## config.mk

```make
export PLATFORM = sky130hd
export DESIGN_NAME = axi_rd_slv_ost
export DESIGN_NICKNAME = d
export VERILOG_FILES = /design/src/rtl/axi_rd_slv_ost_pkg.sv /design/src/rtl/axi_rd_ost_fifo.sv /design/src/rtl/axi_rd_slv_ost.sv
export SDC_FILE = /design/constraint.sdc
export NUM_CORES = 1
export LEC_CHECK = 0
export ABC_CLOCK_PERIOD_IN_PS = 6100
export BUFFER_PORTS_ARGS = -buffer_cell sky130_fd_sc_hd__buf_2
export CORE_AREA = 2 2 169 171
export CTS_CLUSTER_SIZE = 24
export DETAILED_ROUTE_END_ITERATION = 7
export DIE_AREA = 0 0 171 173
export PLACE_DENSITY = 0.67
export RECOVER_POWER = 100
export SLEW_MARGIN = 25
export SYNTH_ARGS = -nofsm -noshare
export SYNTH_HDL_FRONTEND = slang
export SYNTH_SLANG_ARGS = --single-unit
export TNS_END_PERCENT = 5
```

## constraint.sdc

```tcl
create_clock -name clk -period 6.1 [get_ports clk]
set_input_delay 0.61 -clock clk [delete_from_list [all_inputs] [get_ports clk]]
set_output_delay 0.61 -clock clk [all_outputs]
set_load 0.05 [all_outputs]
```

## src/rtl/axi_rd_slv_ost_pkg.sv

```systemverilog
// axi_rd_slv_ost_pkg: bus widths, AXI encodings, AR queue entry and burst address step
package axi_rd_slv_ost_pkg;
    localparam int AXI_ID_WIDTH    = 4;
    localparam int AXI_ADDR_WIDTH  = 32;
    localparam int AXI_LEN_WIDTH   = 8;
    localparam int AXI_SIZE_WIDTH  = 3;
    localparam int AXI_BURST_WIDTH = 2;
    localparam int AXI_DATA_WIDTH  = 64;
    localparam int AXI_RESP_WIDTH  = 2;

    localparam logic [AXI_BURST_WIDTH-1:0] AXI_BURST_FIXED = 2'd0;
    localparam logic [AXI_BURST_WIDTH-1:0] AXI_BURST_INCR  = 2'd1;
    localparam logic [AXI_BURST_WIDTH-1:0] AXI_BURST_WRAP  = 2'd2;

    localparam logic [AXI_RESP_WIDTH-1:0] AXI_RESP_OKAY   = 2'd0;
    localparam logic [AXI_RESP_WIDTH-1:0] AXI_RESP_SLVERR = 2'd2;
    localparam logic [AXI_RESP_WIDTH-1:0] AXI_RESP_DECERR = 2'd3;

    typedef struct packed {
        logic [AXI_ID_WIDTH-1:0]    id;
        logic [AXI_ADDR_WIDTH-1:0]  addr;
        logic [AXI_LEN_WIDTH-1:0]   len;
        logic [AXI_SIZE_WIDTH-1:0]  size;
        logic [AXI_BURST_WIDTH-1:0] burst;
        logic                       dec_miss;
        logic                       bad;
    } ar_entry_t;

    function automatic logic [AXI_ADDR_WIDTH-1:0] next_addr(
        input logic [AXI_ADDR_WIDTH-1:0]  cur,
        input logic [AXI_LEN_WIDTH-1:0]   len,
        input logic [AXI_SIZE_WIDTH-1:0]  size,
        input logic [AXI_BURST_WIDTH-1:0] burst
    );
        logic [AXI_ADDR_WIDTH-1:0] bytes, mask;
        bytes = AXI_ADDR_WIDTH'(1) << size;
        mask  = ((AXI_ADDR_WIDTH'(len) + AXI_ADDR_WIDTH'(1)) << size) - AXI_ADDR_WIDTH'(1);
        return burst == AXI_BURST_INCR ? cur + bytes :
               burst == AXI_BURST_WRAP ? (cur & ~mask) | ((cur + bytes) & mask) : cur;
    endfunction
endpackage

```

## src/rtl/axi_rd_ost_fifo.sv

```systemverilog
// axi_rd_ost_fifo: synchronous FIFO holding queued AR requests; head is the oldest entry
module axi_rd_ost_fifo #(
    parameter int DEPTH = 4,
    parameter int WIDTH = 8
) (
    input  logic             clk,
    input  logic             rst_n,
    input  logic             push,
    input  logic             pop,
    input  logic [WIDTH-1:0] din,
    output logic             full,
    output logic             empty,
    output logic [WIDTH-1:0] head
);
    localparam int AW = $clog2(DEPTH);

    logic [WIDTH-1:0] mem [DEPTH];
    logic [AW-1:0]    wr_ptr, rd_ptr;
    logic [AW:0]      cnt;
    logic             do_push, do_pop;

    assign full    = cnt == (AW+1)'(DEPTH);
    assign empty   = cnt == '0;
    assign head    = mem[rd_ptr];
    assign do_push = push & ~full;
    assign do_pop  = pop & ~empty;

    always_ff @(posedge clk) begin
        if (do_push) mem[wr_ptr] <= din;
    end

    always_ff @(posedge clk) begin
        if (!rst_n) begin
            wr_ptr <= '0;
            rd_ptr <= '0;
            cnt    <= '0;
        end else begin
            wr_ptr <= wr_ptr + AW'(do_push);
            rd_ptr <= rd_ptr + AW'(do_pop);
            cnt    <= cnt + (AW+1)'(do_push) - (AW+1)'(do_pop);
        end
    end
endmodule

```

## src/rtl/axi_rd_slv_ost.sv

```systemverilog
// axi_rd_slv_ost: AXI read slave with an outstanding-AR queue, in-order synthetic bursts,
// range decode (DECERR) and error injection (SLVERR)
module axi_rd_slv_ost
    import axi_rd_slv_ost_pkg::*;
#(
    parameter int                        OST_DEPTH  = 4,
    parameter int                        RD_LAT     = 2,
    parameter logic [AXI_ADDR_WIDTH-1:0] BASE_ADDR  = '0,
    parameter logic [AXI_ADDR_WIDTH-1:0] ADDR_RANGE = 'h1000,
    parameter logic [AXI_ID_WIDTH-1:0]   ERR_ID     = '1
) (
    input  logic                       clk,
    input  logic                       rst_n,
    input  logic [AXI_ID_WIDTH-1:0]    axi_slv_arid,
    input  logic [AXI_ADDR_WIDTH-1:0]  axi_slv_araddr,
    input  logic [AXI_LEN_WIDTH-1:0]   axi_slv_arlen,
    input  logic [AXI_SIZE_WIDTH-1:0]  axi_slv_arsize,
    input  logic [AXI_BURST_WIDTH-1:0] axi_slv_arburst,
    input  logic                       axi_slv_arvalid,
    output logic                       axi_slv_arready,
    output logic [AXI_ID_WIDTH-1:0]    axi_slv_rid,
    output logic [AXI_DATA_WIDTH-1:0]  axi_slv_rdata,
    output logic [AXI_RESP_WIDTH-1:0]  axi_slv_rresp,
    output logic                       axi_slv_rlast,
    output logic                       axi_slv_rvalid,
    input  logic                       axi_slv_rready
);
    typedef enum logic [1:0] {IDLE, WAIT, DATA} state_t;

    localparam int          OW   = $clog2(OST_DEPTH) + 1;
    localparam logic [3:0]  LAT0 = 4'(RD_LAT == 0 ? 0 : RD_LAT - 1);
    localparam logic [AXI_SIZE_WIDTH-1:0] MAX_SIZE = AXI_SIZE_WIDTH'($clog2(AXI_DATA_WIDTH / 8));

    state_t                    state, state_nxt;
    ar_entry_t                 ar_in, head, cur, cur_nxt;
    logic [AXI_ADDR_WIDTH-1:0] cur_addr, cur_addr_nxt;
    logic [AXI_LEN_WIDTH:0]    beat, beat_nxt;
    logic [3:0]                lat_cnt, lat_nxt;
    logic [OW-1:0]             ost_cnt;
    logic [AXI_ADDR_WIDTH:0]   win_lo, win_hi, addr_x;
    logic                      rdy_en, full, empty, push, load, last, hs, retire;

    assign win_lo = {1'b0, BASE_ADDR};
    assign win_hi = {1'b0, BASE_ADDR} + {1'b0, ADDR_RANGE};
    assign addr_x = {1'b0, axi_slv_araddr};

    assign ar_in = '{
        id:       axi_slv_arid,
        addr:     axi_slv_araddr,
        len:      axi_slv_arlen,
        size:     axi_slv_arsize,
        burst:    axi_slv_arburst,
        dec_miss: addr_x < win_lo || addr_x >= win_hi,
        bad:      axi_slv_arburst == 2'b11
                  || (axi_slv_arburst == AXI_BURST_WRAP && !(axi_slv_arlen inside {8'd1, 8'd3, 8'd7, 8'd15}))
                  || axi_slv_arsize > MAX_SIZE
    };

    // Outstanding count covers the burst in service too, so a popped entry keeps its slot until retired
    assign axi_slv_arready = rdy_en & ~full & (ost_cnt != OW'(OST_DEPTH));
    assign push            = axi_slv_arvalid & axi_slv_arready;
    assign axi_slv_rvalid  = state == DATA;
    assign last            = beat == {1'b0, cur.len};
    assign hs              = axi_slv_rvalid & axi_slv_rready;
    assign retire          = hs & last;
    assign load            = (state == IDLE || retire) && !empty;

    axi_rd_ost_fifo #(.DEPTH(OST_DEPTH), .WIDTH($bits(ar_entry_t))) u_fifo (
        .clk   (clk),
        .rst_n (rst_n),
        .push  (push),
        .pop   (load),
        .din   (ar_in),
        .full  (full),
        .empty (empty),
        .head  (head)
    );

    always_comb begin
        state_nxt    = state;
        cur_nxt      = cur;
        cur_addr_nxt = cur_addr;
        beat_nxt     = beat;
        lat_nxt      = lat_cnt;
        if (load) begin
            cur_nxt      = head;
            cur_addr_nxt = head.addr;
            beat_nxt     = '0;
            state_nxt    = (head.dec_miss || RD_LAT == 0) ? DATA : WAIT;
            lat_nxt      = LAT0;
        end else if (retire) begin
            state_nxt = IDLE;
        end else if (hs) begin
            beat_nxt     = beat + (AXI_LEN_WIDTH+1)'(1);
            cur_addr_nxt = next_addr(cur_addr, cur.len, cur.size, cur.burst);
            state_nxt    = (cur.dec_miss || RD_LAT == 0) ? DATA : WAIT;
            lat_nxt      = LAT0;
        end else if (state == WAIT) begin
            state_nxt = lat_cnt == '0 ? DATA : WAIT;
            lat_nxt   = lat_cnt - 4'd1;
        end
    end

    always_ff @(posedge clk) begin
        if (!rst_n) begin
            state    <= IDLE;
            cur      <= '0;
            cur_addr <= '0;
            beat     <= '0;
            lat_cnt  <= '0;
            ost_cnt  <= '0;
            rdy_en   <= 1'b0;
        end else begin
            state    <= state_nxt;
            cur      <= cur_nxt;
            cur_addr <= cur_addr_nxt;
            beat     <= beat_nxt;
            lat_cnt  <= lat_nxt;
            ost_cnt  <= ost_cnt + OW'(push) - OW'(retire);
            rdy_en   <= 1'b1;
        end
    end

    assign axi_slv_rid   = axi_slv_rvalid ? cur.id : '0;
    assign axi_slv_rlast = axi_slv_rvalid & last;
    assign axi_slv_rdata = (axi_slv_rvalid && !cur.dec_miss) ? AXI_DATA_WIDTH'({cur.id, cur_addr}) : '0;
    assign axi_slv_rresp = !axi_slv_rvalid              ? AXI_RESP_OKAY   :
                           cur.dec_miss                 ? AXI_RESP_DECERR :
                           cur.bad                      ? AXI_RESP_SLVERR :
                           (cur.id == ERR_ID && last)   ? AXI_RESP_SLVERR : AXI_RESP_OKAY;
endmodule

```

==> metrics.csv <==
metric,value,unit
yosysSeqAreaShare,0.571,
status,"complete, but fails checks",
crit_chain,xor2_1 > nor4_1 > nand4_1 > a21o_1 > inv_1 > clkbuf_1 > a22oi_1 > a211oi_1 > o21bai_1,
drcViolationCount,0,
die_area,29600,µm²
dp_hpwl,20000,µm
cap_violations,6,
num_io_pins,126,
clk_latency,550,ps
final_common_cell,edfxtp_1,
grt_overflow,0,
worst-path-max-fanout,42,
start_util,0.486,
syn_area,13400,µm²
finalHoldViolations,0,
grt_pass1_vias,8663,
setup_viol_count_final,0,
drt_iter0_markers,681,
ys_warn_count,0,
synth_area_per_cell,12.3,µm²
slew_violations,315,
startpoint_type,flip-flop,
crit_family,buffers and inverters,
ant_nets,0,
most-common-layout-cells,"204 x edfxtp_1, 98 x nand2_1, 96 x clkbuf_1, 75 x nor2_1, 75 x dfxtp_1",
min_path_cells,1,
synth_top_area_frac,0.456,
worstPathArrival,5290,ps
place.gp.congestion,0.895,
rsz0062_at_grt,no,
synthFlopType,edfxtp_1,
path_clk_slew,70,ps
slew_headroom,-1.25,
routed_via_density,5.70,
ir_drop,0.283,mV
nets,1244,
track_usage,0.208,
diodes,0,
die_w,171,µm
skew,18.0,ps
io_buffers,97,
p_total,7.71,mW
setup_tns,0,ps
worst-endpoint-required,6570,ps
core_area,27600,µm²
cts_made_buffers,28,
hold-worst-slack,332,ps
timing.final.crit_share,0.791,
synthArstFlopShare,0,
min_path_type,in -> reg,
num_rows,61,
grt_max_degree,64,
yosys_register_bits,281,
synthDistinctLibCells,70,
wl_per_cell,19.5,µm
period_needed,4830,ps
fp.dieH,173,µm
cp_num_buf_inv,2,
drive_gt1_frac,0.112,
crit_start,cur[12],
post_cts_buffers,0,
cts_max_level,1,
worstMarginPinSlew,3370,ps
min_to,u_fifo.mem[2][5],
synth_edf_count,204,
final_area,14900,µm²
r2r_slack,1270,ps
clock_path_buffers,3,
area_growth,11.1,%
max_freq,207,MHz
cpPeakStageDelay,1500,ps
netlist_instances,1091,
dr.pass1.iters,5,
end_kind,flip-flop,
cts_tree,done,
p_per_area,517,nW/µm²
cts_resized,0,
clkSinkCount,281,
ctsHoldBuffers,0,
slowest_stage,clkbuf_1,
p_leak,5.09,nW
cts_root_buffer,clkbuf_16,
reg2regPathDepth,9,
timing.rr.start,cur[12],
grt_pass1_wl,48300,µm
wirelength,30600,µm
violations,"max-capacitance violations, max-slew violations",
synth_area_leader_cell,edfxtp_1,
synth_area_leaders,"edfxtp_1 46%, dfxtp_1 11%, mux4_2 8.6%, nand2_1 2.7%, and2_1 2.4%",
placed_cell_area,14200,µm²
vias,8941,
grt_antenna_before_repair,1,
hold_start,axi_slv_arsize[1],
critical_path_class,reg -> reg,
[kinds of logic after synthesis]
| logic type | Yosys count | synth area share |
|---|---|---|
| multiplexers | 62 | 0.0938 |
| buffers and inverters | 114 | 0.0409 |
| other | 1 | 0.000279 |
| adder cells (fa/ha/maj) | 22 | 0.0222 |
| AND/OR/NAND/NOR | 360 | 0.135 |
| AO/OA/AOI/OAI | 207 | 0.108 |
| flip-flops | 281 | 0.571 |
| XOR/XNOR | 44 | 0.0287 |
[worst max path at each step]
stage | cells past startpoint | to | slack [ps]
finish | 9 | flip-flop | 1270
floorplan | 6 | u_fifo.mem[1][0] | 170
global placement | 9 | flip-flop | 1940
detailed placement | 9 | flip-flop | 1850
CTS | 9 | flip-flop | 1840
global route | 10 | flip-flop | 800
[stage by stage]
step	util	std cells	setup slack, ps
2_1_floorplan	-	1118	170
3_3_place_gp	0.513	1517	1940
3_5_place_dp	0.513	1517	1850
4_1_cts	0.545	1568	1840
5_1_grt	0.540	1568	800
6_report	0.540	1568	1270
[power breakdown]
| group | switching, mW | internal, mW | leakage, nW | total, mW |
|---|---|---|---|---|
| sequential | 0.334 | 2.32 | 2.48 | 2.65 |
| clock | 0.700 | 0.968 | 0.434 | 1.67 |
| combinational | 2.16 | 1.24 | 2.18 | 3.39 |
[worst register-to-register path: stages, from the launching register on]
cell	delay, ps
dfxtp_1	520
xor2_1	130
nor4_1	550
nand4_1	230
a21o_1	410
inv_1	660
clkbuf_1	1500
a22oi_1	320
a211oi_1	280
o21bai_1	140
[Yosys cell counts, types with 4 or more instances]
master / instances
mux2i_1: 10
and3_1: 16
nor4_1: 13
o221ai_1: 6
buf_4: 30
edfxtp_1: 204
a21o_1: 6
mux4_2: 51
o211ai_1: 8
o21bai_1: 4
nand2b_1: 11
a211oi_1: 6
a21oi_1: 43
nor2_1: 77
nor3_1: 27
o21a_1: 4
a21boi_0: 21
a311oi_1: 5
dfxtp_1: 77
xnor2_1: 21
nor2b_1: 11
nand4_1: 11
inv_1: 23
a31oi_1: 17
a22oi_1: 5
or2_2: 6
nand2_1: 98
buf_2: 7
buf_1: 6
a221oi_1: 6
ha_1: 19
nand3_1: 15
clkbuf_1: 46
and2_1: 52
o21ai_0: 33
or3_1: 4
o31ai_1: 4
xor2_1: 23
o221a_2: 11
[routing by layer]
| layer | global-route usage | vias up | wire [µm] |
|---|---|---|---|
| met3 | 0.0254 | 55 | 1630 |
| met4 | 0.0639 | 2 | 778 |
| li1 | - | 4212 | - |
| met1 | 0.300 | 4376 | 13700 |
| met2 | 0.330 | 296 | 14500 |
| met5 | 0 | - | 16 |
[area by class of cell]
cell class	count	area, µm²
fillers	2435	12700
flip-flops and latches	281	7670
multi-input cells	723	5330
clock buffers	34	764
well taps	378	473
repair buffers	110	452
clock inverters	17	130
inverters	25	93.8
No activity file was read; power rests on OpenSTA's default activity.
